[src/rtl/peripheral_biu_pkg.sv]
// Shared BIU definitions: arbiter state encoding, TileLink-style burst/size codes
// and a small index-width helper used by the SPRAM arbiter.
package peripheral_biu_pkg;

  typedef enum logic [1:0] {
    IDLE = 2'd0,
    REQ  = 2'd1,
    WAIT = 2'd2
  } arb_state_t;

  // Burst types
  localparam logic [2:0] TL_SINGLE = 3'd0;
  localparam logic [2:0] TL_INCR   = 3'd1;
  localparam logic [2:0] TL_WRAP4  = 3'd2;
  localparam logic [2:0] TL_INCR4  = 3'd3;
  localparam logic [2:0] TL_WRAP8  = 3'd4;
  localparam logic [2:0] TL_INCR8  = 3'd5;
  localparam logic [2:0] TL_WRAP16 = 3'd6;
  localparam logic [2:0] TL_INCR16 = 3'd7;

  // Transfer sizes (log2 of byte count)
  localparam logic [2:0] TL_BYTE  = 3'd0;
  localparam logic [2:0] TL_HWORD = 3'd1;
  localparam logic [2:0] TL_WORD  = 3'd2;
  localparam logic [2:0] TL_DWORD = 3'd3;
  localparam logic [2:0] TL_QWORD = 3'd4;

  // Bits needed to index n items, never less than one.
  function automatic int idx_w(input int n);
    return (n > 1) ? $clog2(n) : 1;
  endfunction

endpackage

[src/rtl/peripheral_spram_rr_arbiter_tl.sv]
// Combinational round-robin picker: one-hot grant of the first requester at or
// after the pointer, searching upward with wrap-around.
module peripheral_spram_rr_arbiter_tl #(
  parameter int N  = 2,
  parameter int PW = 1
) (
  input  logic [N-1:0]  req_i,
  input  logic [PW-1:0] ptr_i,
  output logic [N-1:0]  gnt_o
);

  logic          found;
  logic [PW-1:0] idx;

  always_comb begin
    gnt_o = '0;
    found = 1'b0;
    idx   = '0;
    for (int i = 0; i < N; i++) begin
      idx = PW'((int'(ptr_i) + i) % N);
      if (!found && req_i[idx]) begin
        gnt_o[idx] = 1'b1;
        found      = 1'b1;
      end
    end
  end

endmodule

[src/rtl/peripheral_spram_arbiter_tl.sv]
// Round-robin arbiter sharing one TileLink-style BIU slave between NUM_MASTERS
// requesters, one outstanding transfer, lock hold and a response watchdog.
module peripheral_spram_arbiter_tl
  import peripheral_biu_pkg::*;
#(
  parameter int XLEN        = 64,
  parameter int PLEN        = 64,
  parameter int NUM_MASTERS = 2,
  parameter int TIMEOUT     = 255
) (
  input  logic                        clk,
  input  logic                        rst,
  input  logic [NUM_MASTERS-1:0]      m_stb_i,
  output logic [NUM_MASTERS-1:0]      m_stb_ack_o,
  input  logic [NUM_MASTERS*PLEN-1:0] m_adri_i,
  input  logic [NUM_MASTERS*3-1:0]    m_size_i,
  input  logic [NUM_MASTERS*3-1:0]    m_type_i,
  input  logic [NUM_MASTERS*3-1:0]    m_prot_i,
  input  logic [NUM_MASTERS-1:0]      m_lock_i,
  input  logic [NUM_MASTERS-1:0]      m_we_i,
  input  logic [NUM_MASTERS*XLEN-1:0] m_d_i,
  output logic [XLEN-1:0]             m_q_o,
  output logic [NUM_MASTERS-1:0]      m_ack_o,
  output logic [NUM_MASTERS-1:0]      m_err_o,
  output logic                        s_stb_o,
  input  logic                        s_stb_ack_i,
  output logic [PLEN-1:0]             s_adri_o,
  output logic [2:0]                  s_size_o,
  output logic [2:0]                  s_type_o,
  output logic [2:0]                  s_prot_o,
  output logic                        s_lock_o,
  output logic                        s_we_o,
  output logic [XLEN-1:0]             s_d_o,
  input  logic [XLEN-1:0]             s_q_i,
  input  logic                        s_ack_i,
  input  logic                        s_err_i,
  output logic [NUM_MASTERS-1:0]      gnt_o
);

  localparam int PTRW = idx_w(NUM_MASTERS);
  localparam int WDW  = idx_w(TIMEOUT + 1);
  localparam logic [WDW-1:0]  WD_LAST = WDW'((TIMEOUT == 0) ? 0 : TIMEOUT - 1);
  localparam logic [PTRW-1:0] LAST_M  = PTRW'(NUM_MASTERS - 1);

  arb_state_t             state_q, state_d;
  logic [NUM_MASTERS-1:0] gnt_q, gnt_d;
  logic [PTRW-1:0]        ptr_q, ptr_d;
  logic [PTRW-1:0]        own_q, own_d;
  logic [WDW-1:0]         wdog_q, wdog_d;

  logic [NUM_MASTERS-1:0] pick;
  logic [PTRW-1:0]        pick_idx;
  logic [PTRW-1:0]        ptr_next;
  logic                   own_stb, own_lock, s_done, wd_fire;

  peripheral_spram_rr_arbiter_tl #(
    .N  (NUM_MASTERS),
    .PW (PTRW)
  ) u_rr (
    .req_i (m_stb_i),
    .ptr_i (ptr_q),
    .gnt_o (pick)
  );

  always_comb begin
    pick_idx = '0;
    for (int i = 0; i < NUM_MASTERS; i++) begin
      if (pick[i]) pick_idx = PTRW'(i);
    end
  end

  assign own_stb  = m_stb_i[own_q];
  assign own_lock = m_lock_i[own_q];
  assign s_done   = s_ack_i | s_err_i;
  assign ptr_next = (own_q == LAST_M) ? '0 : own_q + 1'b1;

  // Fires in the WAIT cycle that would count the TIMEOUT-th unanswered cycle;
  // a slave response arriving in that same cycle still takes precedence.
  assign wd_fire  = (TIMEOUT != 0) && !s_done && (wdog_q == WD_LAST);

  always_ff @(posedge clk) begin
    if (rst) begin
      state_q <= IDLE;
      gnt_q   <= '0;
      ptr_q   <= '0;
      own_q   <= '0;
      wdog_q  <= '0;
    end else begin
      state_q <= state_d;
      gnt_q   <= gnt_d;
      ptr_q   <= ptr_d;
      own_q   <= own_d;
      wdog_q  <= wdog_d;
    end
  end

  always_comb begin
    state_d = state_q;
    gnt_d   = gnt_q;
    ptr_d   = ptr_q;
    own_d   = own_q;
    wdog_d  = wdog_q;
    unique case (state_q)
      IDLE: begin
        if (|m_stb_i) begin
          state_d = REQ;
          gnt_d   = pick;
          own_d   = pick_idx;
        end
      end
      REQ: begin
        if (!own_stb) begin
          state_d = IDLE;
          gnt_d   = '0;
        end else if (s_stb_ack_i) begin
          state_d = WAIT;
          wdog_d  = '0;
        end
      end
      WAIT: begin
        if (s_done) begin
          if (own_lock && own_stb) begin
            state_d = REQ;
          end else begin
            state_d = IDLE;
            gnt_d   = '0;
            ptr_d   = ptr_next;
          end
        end else if (wd_fire) begin
          state_d = IDLE;
          gnt_d   = '0;
          ptr_d   = ptr_next;
        end else if (TIMEOUT != 0) begin
          wdog_d = wdog_q + 1'b1;
        end
      end
      default: begin
        state_d = IDLE;
        gnt_d   = '0;
      end
    endcase
  end

  // The owner mux is AND-OR on the one-hot grant, so everything reads zero when idle.
  always_comb begin
    s_adri_o = '0;
    s_size_o = '0;
    s_type_o = '0;
    s_prot_o = '0;
    s_lock_o = 1'b0;
    s_we_o   = 1'b0;
    s_d_o    = '0;
    for (int i = 0; i < NUM_MASTERS; i++) begin
      if (gnt_q[i]) begin
        s_adri_o = s_adri_o | m_adri_i[i*PLEN +: PLEN];
        s_size_o = s_size_o | m_size_i[i*3 +: 3];
        s_type_o = s_type_o | m_type_i[i*3 +: 3];
        s_prot_o = s_prot_o | m_prot_i[i*3 +: 3];
        s_lock_o = s_lock_o | m_lock_i[i];
        s_we_o   = s_we_o | m_we_i[i];
        s_d_o    = s_d_o | m_d_i[i*XLEN +: XLEN];
      end
    end
  end

  always_comb begin
    s_stb_o     = 1'b0;
    m_stb_ack_o = '0;
    m_ack_o     = '0;
    m_err_o     = '0;
    m_q_o       = '0;
    if (state_q == REQ) begin
      s_stb_o     = own_stb;
      m_stb_ack_o = gnt_q & {NUM_MASTERS{s_stb_ack_i}};
    end
    if (state_q == WAIT) begin
      m_q_o = s_q_i;
      if (s_err_i || wd_fire) m_err_o = gnt_q;
      else if (s_ack_i)       m_ack_o = gnt_q;
    end
  end

  assign gnt_o = gnt_q;

endmodule

[config.mk]
export PLATFORM = sky130hd
export DESIGN_NAME = peripheral_spram_arbiter_tl
export DESIGN_NICKNAME = d
export VERILOG_FILES = /design/src/rtl/peripheral_biu_pkg.sv /design/src/rtl/peripheral_spram_rr_arbiter_tl.sv /design/src/rtl/peripheral_spram_arbiter_tl.sv
export SDC_FILE = /design/constraint.sdc
export NUM_CORES = 1
export LEC_CHECK = 0
export ABC_AREA = 1
export BUFFER_PORTS_ARGS = -buffer_cell sky130_fd_sc_hd__buf_4
export CAP_MARGIN = 20
export CORE_AREA = 8 8 213 215
export CTS_CLUSTER_DIAMETER = 30
export CTS_CLUSTER_SIZE = 28
export DETAILED_ROUTE_END_ITERATION = 12
export DIE_AREA = 0 0 221 223
export GPL_TIMING_DRIVEN = 1
export SETUP_SLACK_MARGIN = 0.05
export SLEW_MARGIN = 10
export SYNTH_ARGS = -nofsm -noshare
export SYNTH_HDL_FRONTEND = slang
export SYNTH_SLANG_ARGS = --single-unit
[constraint.sdc]
create_clock -name clk -period 1.93 [get_ports clk]
set_input_delay 0.0965 -clock clk [delete_from_list [all_inputs] [get_ports clk]]
set_output_delay 0.0965 -clock clk [all_outputs]
set_load 0.02 [all_outputs]
==> results of run 1 <==
## critical path: cells and delay by family (launching register included)
kind | cells | cell delay [ps]
buf+inv | 4 | 570
simple gates | 2 | 480
flops | 1 | 400
## routing by layer
layer / track usage, % / vias to the layer above / share of wire, %
met5: 0 / - / 0.030
met4: 2.58 / 2 / 2.1
met1: 14.4 / 2580 / 36
li1: - / 2598 / -
met3: 11.4 / 17 / 18
met2: 21.5 / 313 / 44
## power by group through the flow
stage / clock network, mW / registers (mW) / logic (mW)
finish: 0.391 / 0.342 / 3.00
global route: 0.409 / 0.348 / 3.18
CTS: 0.398 / 0.345 / 3.04
detailed placement: 0 / 0.351 / 3.02
global placement: 0 / 0.348 / 3.02
floorplan: 0 / 0.324 / 1.24
## logic make-up (layout without fill, tap and decap cells)
| family | count (synthesis) | after routing | synth area share [%] |
|---|---|---|---|
| buffers and inverters | 129 | 661 | 18.8 |
| adders and majority gates | 2 | 2 | 0.892 |
| and+or+nand+nor | 138 | 138 | 22.6 |
| other | 0 | 1 | 0 |
| DFF | 14 | 14 | 9.99 |
| AOI/OAI and AO/OA | 159 | 159 | 47.4 |
| xor gates and xnor gates | 1 | 1 | 0.312 |
## registers in the layout, summed over array words and instances, names as in the netlist
signal,cells
wdog_q,8
gnt_o,2
state_q,2
own_q,1
ptr_q,1
## layout by cell type, fill, tap and decap left out, types with 2 or more instances in the layout
cell	instances
clkbuf_16	3
dfxtp_4	2
nand2_4	2
buf_4	563
nor4_1	2
dfxtp_1	12
nor2_1	76
inv_2	2
or2_2	2
a21oi_1	10
nand4_1	2
a22o_1	139
nand2_2	2
ha_1	2
nand2_1	30
buf_12	5
o21ai_0	6
inv_1	86
nor2_4	3
nand3_1	10
nor3_1	5
## final timing paths
kind	startpoint	endpoint	slack [ps]	cells past startpoint
min reg2reg	ptr_q	ptr_q	460	2
max reg2reg	wdog_q[0]	wdog_q[4]	430	9
min	rst	wdog_q[4]	100	2
max	state_q[1]	m_ack_o[0]	120	6
## cell type report
class / instances / area share [%]
antenna: 1 / 0.0324
clock buffer: 3 / 0.973
clock inverter: 1 / 0.0487
inverter: 89 / 4.36
multi-input combinational: 300 / 25.9
sequential: 14 / 3.73
tap: 546 / 8.86
timing repair buffer: 568 / 56.1
## stage by stage
stage | setup WS, ps | hold slack, ps | cells
final | 122 | 96.2 | 1522
after global routing | 60.9 | 108 | 1522
after CTS | 117 | 99.9 | 1521
after detailed placement | 382 | 354 | 1517
after global placement | 334 | 342 | 1517
after floorplan | 191 | 283 | 443
==> impl_metrics.json, run 1 <==
{
  "grt_antenna_before_repair": 2,
  "avgSynthCellArea_um2": 6.34,
  "drtPass1Iterations": 5,
  "syn_inst": 443,
  "cpMostUsedCell": "inv_2",
  "yosys.area.top_type_share_pct": 43.4,
  "p_int_mw": 1.89,
  "seqPwrFrac_pct": 9.2,
  "io_buffers": 560,
  "worstPathCellList": "inv_2, nor2_8, inv_2, buf_12, nor4_1, buf_4",
  "layout-area-overhead-vs-synth_pct": 175,
  "chipWidth_um": 221,
  "drv_cap": 0,
  "synth_edf_count": 0,
  "htree_levels": 1,
  "cts_buffer_depth": 2,
  "period_share_pct": 93.7,
  "cts_sinks": 14,
  "synthArstFlopShare_pct": 0,
  "cts_root_buf": "clkbuf_16",
  "placed_area_mm2": 0.00763,
  "multi_input_area_mm2": 0.00200,
  "regArea_um2": 288,
  "arrival_ps": 1710,
  "drive_gt1_share_pct": 60.5,
  "timing_hold_violations_final": 0,
  "synth_ff_type": "dfxtp_1",
  "ctsHoldBuffers": 0,
  "gp_congestion": 0.972,
  "ys_seq_area_share_pct": 9.99,
  "cts_tree": "yes",
  "crit_path_max_incr_delay_ps": 400,
  "ant_nets": 0,
  "cp-end-kind": "primary output",
  "drt_iter0_drc": 270,
  "grt_pass1_vias": 5543,
  "fin_area_mm2": 0.00771,
  "drv_slew": 0,
  "clock_latency_ps": 240,
  "die_y_um": 223,
  "synth.largest_area_cell": "a22o_1",
  "final_core_util_pct": 18.2,
  "cts_setup_buffers": 0,
  "fin_tns_setup_ps": 0,
  "dieArea_mm2": 0.0493,
  "overflow": 0,
  "synth_nets": 794,
  "nets": 1327,
  "ys_ff_latch": 14,
  "rows": 76,
  "core_mm2": 0.0423,
  "min_path_type": "input pin to flop",
  "vias_per_cell": 3.62,
  "p_leak_nw": 4.28,
  "p_per_area_mw_per_mm2": 483,
  "required_ps": 1830,
  "grt_setup_unrepaired": "no",
  "grt_start_max_net_pins": 72,
  "synth_common_cells": "a22o_1 (139), inv_1 (86), nor2_1 (76)",
  "synth_most_common_cell": "a22o_1",
  "track_usage_pct": 13.8,
  "critPathKind": "flop to primary output",
  "min_period_ps": 1810,
  "ioPinCount": 561,
  "yosysWarnings": 0,
  "clk_pin_slew_ps": 50,
  "dpl.hpwl_um": 33900,
  "fmax_mhz": 553,
  "power.net_switching_mw": 1.84,
  "cts_made_buffers": 3,
  "routed_wl_um": 37100,
  "synth_cell_types": 32,
  "netlist_area_mm2": 0.00281,
  "synth_area_leaders": "a22o_1 (43%), inv_1 (12%), nor2_1 (10%)",
  "nFillCells": 4793,
  "status": "complete, no violations",
  "slowest_stage": "dfxtp_1",
  "ir_worst_vdd_v": 0.000198,
  "vias": 5510,
  "finalPower_mw": 3.73,
  "pwr-share-clk_pct": 10.5,
  "drc": 0,
  "worstPathMaxFanout": 70,
  "combPwrFrac_pct": 80.4,
  "worst_pin_slew_ps": 411,
  "grt_first_pass_wirelength_um": 48600,
  "setup_viol": 0,
  "fin_skew_ps": 0.418,
  "initial_core_util_pct": 6.63,
  "cp-start-kind": "flop",
  "relSlewSlack_pct": 72.3,
  "p_sw_share_pct": 49.4,
  "wl_per_cell_um": 24.4,
  "cts_resized": 0
}
Note: power is estimated with default switching activity, not from simulation.
==> run 2: changes to the inputs <==
Settings changed: ABC_AREA 1 to unset, CORE_AREA 8 8 213 215 to 8 8 210 212, DIE_AREA 0 0 221 223 to 0 0 218 220.
==> run 2 against run 1 <==
Against the previous run: sequential power down 4%; setup slack worse by 0.89 ps; final area down 1.7%; clock skew up 2.8 ps; cell count down 7.0%; sequential share of layout area up 0.063 points; first-iteration DRC count down 41%; flip-flop and latch count unchanged.
==> impl_metrics.json, run 2 <==
{
  "synthArstFlopShare_pct": 0,
  "setup_slack_ps": 121,
  "clock_latency_ps": 240,
  "syn_inst": 348,
  "track_usage_pct": 10.9,
  "drt_iter0_drc": 160,
  "ys_ff_latch": 14,
  "cts_made_buffers": 3,
  "fin_skew_ps": 3.21,
  "synth.largest_area_cell": "a22o_1",
  "cts_root_buf": "clkbuf_16",
  "cp-start-kind": "flop",
  "pre_cts_slack_ps": 133,
  "vias_per_cell": 3.65,
  "cp-end-kind": "flop",
  "core_mm2": 0.0406,
  "grt_pass1_vias": 5448,
  "nets": 1234,
  "timing_hold_violations_final": 0,
  "worst_pin_slew_ps": 421,
  "synth_ff_type": "dfxtp_1",
  "fin_tns_setup_ps": 0,
  "synth-compound-area-share_pct": 53.1,
  "synth_xor_area_share_pct": 0.669,
  "routed_wl_um": 29600,
  "muxShareOfSynthArea_pct": 1.24,
  "synth_nets": 699,
  "avgSynthCellArea_um2": 7.53,
  "chipWidth_um": 218,
  "finalPower_mw": 2.70,
  "status": "complete, no violations",
  "seqPwrFrac_pct": 12.2,
  "arrival_ps": 1930,
  "yosys.area.top_type_share_pct": 47.2,
  "p_sw_share_pct": 39.9,
  "layout-area-overhead-vs-synth_pct": 190,
  "cts_setup_buffers": 0,
  "drtPass1Iterations": 4,
  "dpl.hpwl_um": 26500,
  "regMostFlops": "wdog_q",
  "cts_tree": "yes",
  "layout_commonest_cell": "buf_4",
  "synth_top_family_by_area": "compound AO/OA/AOI/OAI gates",
  "yosysWarnings": 0,
  "largest_reg_flops": 8,
  "io_buffers": 560,
  "worstPathMaxFanout": 6,
  "pwr-share-clk_pct": 16.0,
  "wl_per_cell_um": 20.9,
  "ant_nets": 0,
  "dieArea_mm2": 0.0480,
  "synth_fa_ha_area_share_pct": 0.956,
  "min_period_ps": 1810,
  "synth_common_cells": "a22o_1 (141), and2_1 (66), clkbuf_1 (40)",
  "setup_viol": 0,
  "ff2ff_setup_slack_ps": 120,
  "vias": 5165,
  "p_per_area_mw_per_mm2": 356,
  "relSlewSlack_pct": 71.9,
  "htree_levels": 1,
  "dp.cells": 1409,
  "drive_gt1_share_pct": 66.3,
  "die_y_um": 220,
  "gp_congestion": 0.830,
  "final_cell_mix": "buf_4 (566), a22o_1 (141), and2_1 (66), dfxtp_1 (12), nor2_1 (10)",
  "ctsHoldBuffers": 0,
  "synth_area_leaders": "a22o_1 (47%), and2_1 (16%), dfxtp_1 (11%)",
  "cts_buffer_depth": 2,
  "synth_most_common_cell": "a22o_1",
  "overflow": 0,
  "drv_cap": 0,
  "grt_antenna_before_repair": 3,
  "rows": 74,
  "crit_path_max_incr_delay_ps": 370,
  "ir_worst_vdd_v": 0.000224,
  "synth_cell_types": 39,
  "nFillCells": 4560,
  "drc": 0,
  "grt_first_pass_wirelength_um": 38700,
  "cts_resized": 0,
  "slowest_stage": "dfxtp_1",
  "fin_cells": 1415,
  "fmax_mhz": 553,
  "drv_slew": 0,
  "yosys.area_share.simple_pct": 27.0,
  "combPwrFrac_pct": 71.8,
  "power.net_switching_mw": 1.08,
  "p_leak_nw": 3.93,
  "grt_start_max_net_pins": 69,
  "synth_edf_count": 0,
  "grt_setup_unrepaired": "yes",
  "clk_pin_slew_ps": 50,
  "ioPinCount": 561,
  "netlist_area_mm2": 0.00262,
  "critPathKind": "flop to flop",
  "ys_seq_area_share_pct": 10.7,
  "worstPathCellList": "inv_1, ha_1, and4_1, a21o_1, and3_4, a221o_1",
  "p_int_mw": 1.62,
  "initial_core_util_pct": 6.46,
  "required_ps": 2060,
  "period_share_pct": 93.7,
  "cts_sinks": 14,
  "min_path_type": "input pin to flop"
}
-- run 2: changes by cell type after synthesis, moves of 21 or more --
cell      change
inv_1        -83
and2_1       +66
nor2_1       -66
clkbuf_1     +26
buf_2        -23
nand2_1      -21
-- run 2: logic make-up after synthesis --
kind of cell / after synthesis
multiplexers: 3
buffers and inverters: 44
AO/OA/AOI/OAI: 165
XOR/XNOR: 2
flip-flops: 14
adder cells (fa/ha/maj): 2
AND/OR/NAND/NOR: 118
-- run 2: worst paths after layout --
check,start,end,depth (start not counted)
max,wdog_q[0],wdog_q[4],6
min,rst,wdog_q[1],2
max reg2reg,wdog_q[0],wdog_q[4],6
min reg2reg,wdog_q[1],wdog_q[1],2
-- run 2: layout make-up --
cell class	count	area, um^2	area share [%]
flip-flops and latches	14	288	3.79
repair buffers	571	4350	57.3
multi-input cells	290	2180	28.7
diodes	1	2.50	0.0330
well taps	532	666	8.77
clock buffers	4	88.8	1.17
inverters	3	11.3	0.148
-- run 2: per-layer routing --
| metal | wire [um] | GRT usage [%] |
|---|---|---|
| met5 | 34 | 0 |
| met4 | 161 | 0.694 |
| met3 | 3700 | 4.81 |
| met2 | 14700 | 19.9 |
| met1 | 10900 | 11.9 |
-- run 2: through the flow --
step | utilization (%) | instance area (um^2) | hold slack [ps]
final | 18.7 | 7590 | 115
after floorplan | - | 2620 | 308
after CTS | 18.7 | 7580 | 118
after global routing | 18.7 | 7580 | 134
after global placement | 18.5 | 7490 | 367
after detailed placement | 18.5 | 7490 | 374
-- run 2: critical path, delay by kind of cell, from the launching register on --
family,cells,cell delay [ps]
adders and majority gates,1,190
and+or+nand+nor,2,450
DFF,1,370
AOI/OAI and AO/OA,2,600
buffers and inverters,1,80
-- run 2: power groups by stage --
stage / Clock (mW) / Sequential (mW) / Combinational (mW)
final: 0.433 / 0.329 / 1.94
after global routing: 0.461 / 0.332 / 2.06
after CTS: 0.443 / 0.331 / 1.97
after detailed placement: 0 / 0.336 / 1.96
after global placement: 0 / 0.335 / 1.95
after floorplan: 0 / 0.317 / 0.767
==> run 3: changes to the inputs <==
Settings changed: CELL_PAD_IN_SITES_DETAIL_PLACEMENT set to 1, CELL_PAD_IN_SITES_GLOBAL_PLACEMENT set to 2, CORE_AREA 8 8 210 212 to 8 8 214 216, DIE_AREA 0 0 218 220 to 0 0 222 224, PLACE_DENSITY_LB_ADDON set to 0.1.
Clock period 1.93 ns to 2 ns, I/O delays scaled along.
==> run 3 against run 2 <==
Against the previous run: sequential share of layout area about the same; highest routed layer is now met4; first-iteration DRC count up 7.5%; clock power down 6.0%; critical path type is now flop to primary output.
==> impl_metrics.json, run 3 (synthesis gave the netlist of run 2 again) <==
{
  "status": "complete, no violations",
  "hold_slack_ps": 132,
  "vias_per_cell": 3.62,
  "cts_tree": "yes",
  "worst_pin_slew_ps": 587,
  "p_leak_nw": 3.92,
  "layout_commonest_cell": "buf_4",
  "chipWidth_um": 222,
  "drtPass1Iterations": 4,
  "drv_slew": 0,
  "ioPinCount": 561,
  "cts_made_buffers": 3,
  "worstPathMaxFanout": 4,
  "layout-area-overhead-vs-synth_pct": 190,
  "rows": 76,
  "drive_gt1_share_pct": 66.8,
  "cp-end-kind": "primary output",
  "cts_buffer_depth": 2,
  "grt_start_max_net_pins": 91,
  "gp_congestion": 0.811,
  "largest_reg_flops": 8,
  "cts_root_buf": "clkbuf_16",
  "dpl.hpwl_um": 28800,
  "drt_iter0_drc": 172,
  "fin_skew_ps": 5.87,
  "ant_nets": 0,
  "cts_sinks": 14,
  "grt_setup_unrepaired": "yes",
  "required_ps": 1900,
  "setup_viol": 0,
  "ir_worst_vdd_v": 0.000161,
  "p_per_area_mw_per_mm2": 337,
  "nFillCells": 5094,
  "period_share_pct": 91.6,
  "pwr-share-clk_pct": 15.9,
  "wl_per_cell_um": 23.3,
  "drc": 0,
  "combPwrFrac_pct": 72.5,
  "p_int_mw": 1.53,
  "track_usage_pct": 12.1,
  "fin_tns_setup_ps": 0,
  "dieArea_mm2": 0.0497,
  "fmax_mhz": 546,
  "min_path_type": "input pin to flop",
  "final_cell_mix": "buf_4 (563), a22o_1 (141), and2_1 (66), dfxtp_1 (11), nor2_1 (10)",
  "min_period_ps": 1830,
  "grt_antenna_before_repair": 2,
  "cp-start-kind": "flop",
  "drv_cap": 0,
  "initial_core_util_pct": 6.16,
  "grt_first_pass_wirelength_um": 44600,
  "timing_hold_violations_final": 0,
  "nets": 1231,
  "regMostFlops": "wdog_q",
  "clk_pin_slew_ps": 50,
  "io_buffers": 560,
  "routed_wl_um": 33200,
  "power.net_switching_mw": 1.04,
  "overflow": 0,
  "grt_pass1_vias": 5567,
  "core_mm2": 0.0425,
  "clock_latency_ps": 250,
  "htree_levels": 1,
  "arrival_ps": 1730,
  "relSlewSlack_pct": 60.4,
  "seqPwrFrac_pct": 11.6,
  "critPathKind": "flop to primary output",
  "num_antenna_cells": 0,
  "die_y_um": 224,
  "vias": 5152,
  "p_sw_share_pct": 40.4
}
[run 3: cell count changes in the layout (fill, tap and decap cells not counted), sizes merged]
cell	before	now
diode	1	0
buf	571	568
[run 3: path summary, 6_finish.rpt]
check            start          to  slack [ps]  cells after the start
max          wdog_q[0]  m_err_o[0]         170                      7
min                rst   wdog_q[1]         130                      2
max reg2reg  wdog_q[0]   wdog_q[5]         200                      6
min reg2reg  wdog_q[1]   wdog_q[1]         510                      2
[run 3: repair_timing]
action                                 in CTS  in global routing
setup buffers                               0                  0
hold buffers                                0                  0
resized for setup                           3                  4
pin swaps                                   1                  0
setup endpoints to repair                   1                  3
endpoints found under the hold margin       0                  0
[run 3: metal layers]
| layer | share of wire [%] | routed length (um) | track usage (%) |
|---|---|---|---|
| met5 | 0 | 0 | 0 |
| met4 | 0.38 | 125 | 0.962 |
| met3 | 12 | 3850 | 5.99 |
| met2 | 54 | 17900 | 24.0 |
| met1 | 34 | 11300 | 11.6 |
[run 3: layout make-up]
cell class / instances / area [um^2] / area share, %
Sequential cell: 14 / 289 / 3.80
Timing Repair Buffer: 568 / 4330 / 56.9
Tap cell: 546 / 683 / 8.99
Multi-Input combinational cell: 290 / 2210 / 29.1
Clock buffer: 4 / 78.8 / 1.04
Inverter: 3 / 11.3 / 0.148
[run 3: worst max-delay path: stages, from the launching register on]
cell and delay (ps):
dfxtp_1 330, inv_1 90, ha_1 140, and4_2 290
nand2_2 120, o21bai_4 170, and3_4 210, buf_4 140
[run 3: stage by stage]
stage          util, %  cell area, um^2  total power [mW]  setup WS (ps)  std cells
2_1_floorplan        -             2620              1.05            266        348
3_3_place_gp      17.6             7490              2.21            198       1421
3_5_place_dp      17.6             7490              2.20            176       1421
4_1_cts           17.8             7580              2.61           71.3       1425
5_1_grt           17.9             7600              2.71           43.5       1425
6_report          17.9             7600              2.56            169       1425
[run 3: power by group through the flow]
stage / Combinational [mW] / Sequential, mW / Clock, mW
after detailed placement: 1.90 / 0.304 / 0
final: 1.86 / 0.298 / 0.407
after global routing: 1.98 / 0.299 / 0.428
after global placement: 1.91 / 0.303 / 0
after CTS: 1.90 / 0.298 / 0.410
after floorplan: 0.740 / 0.306 / 0
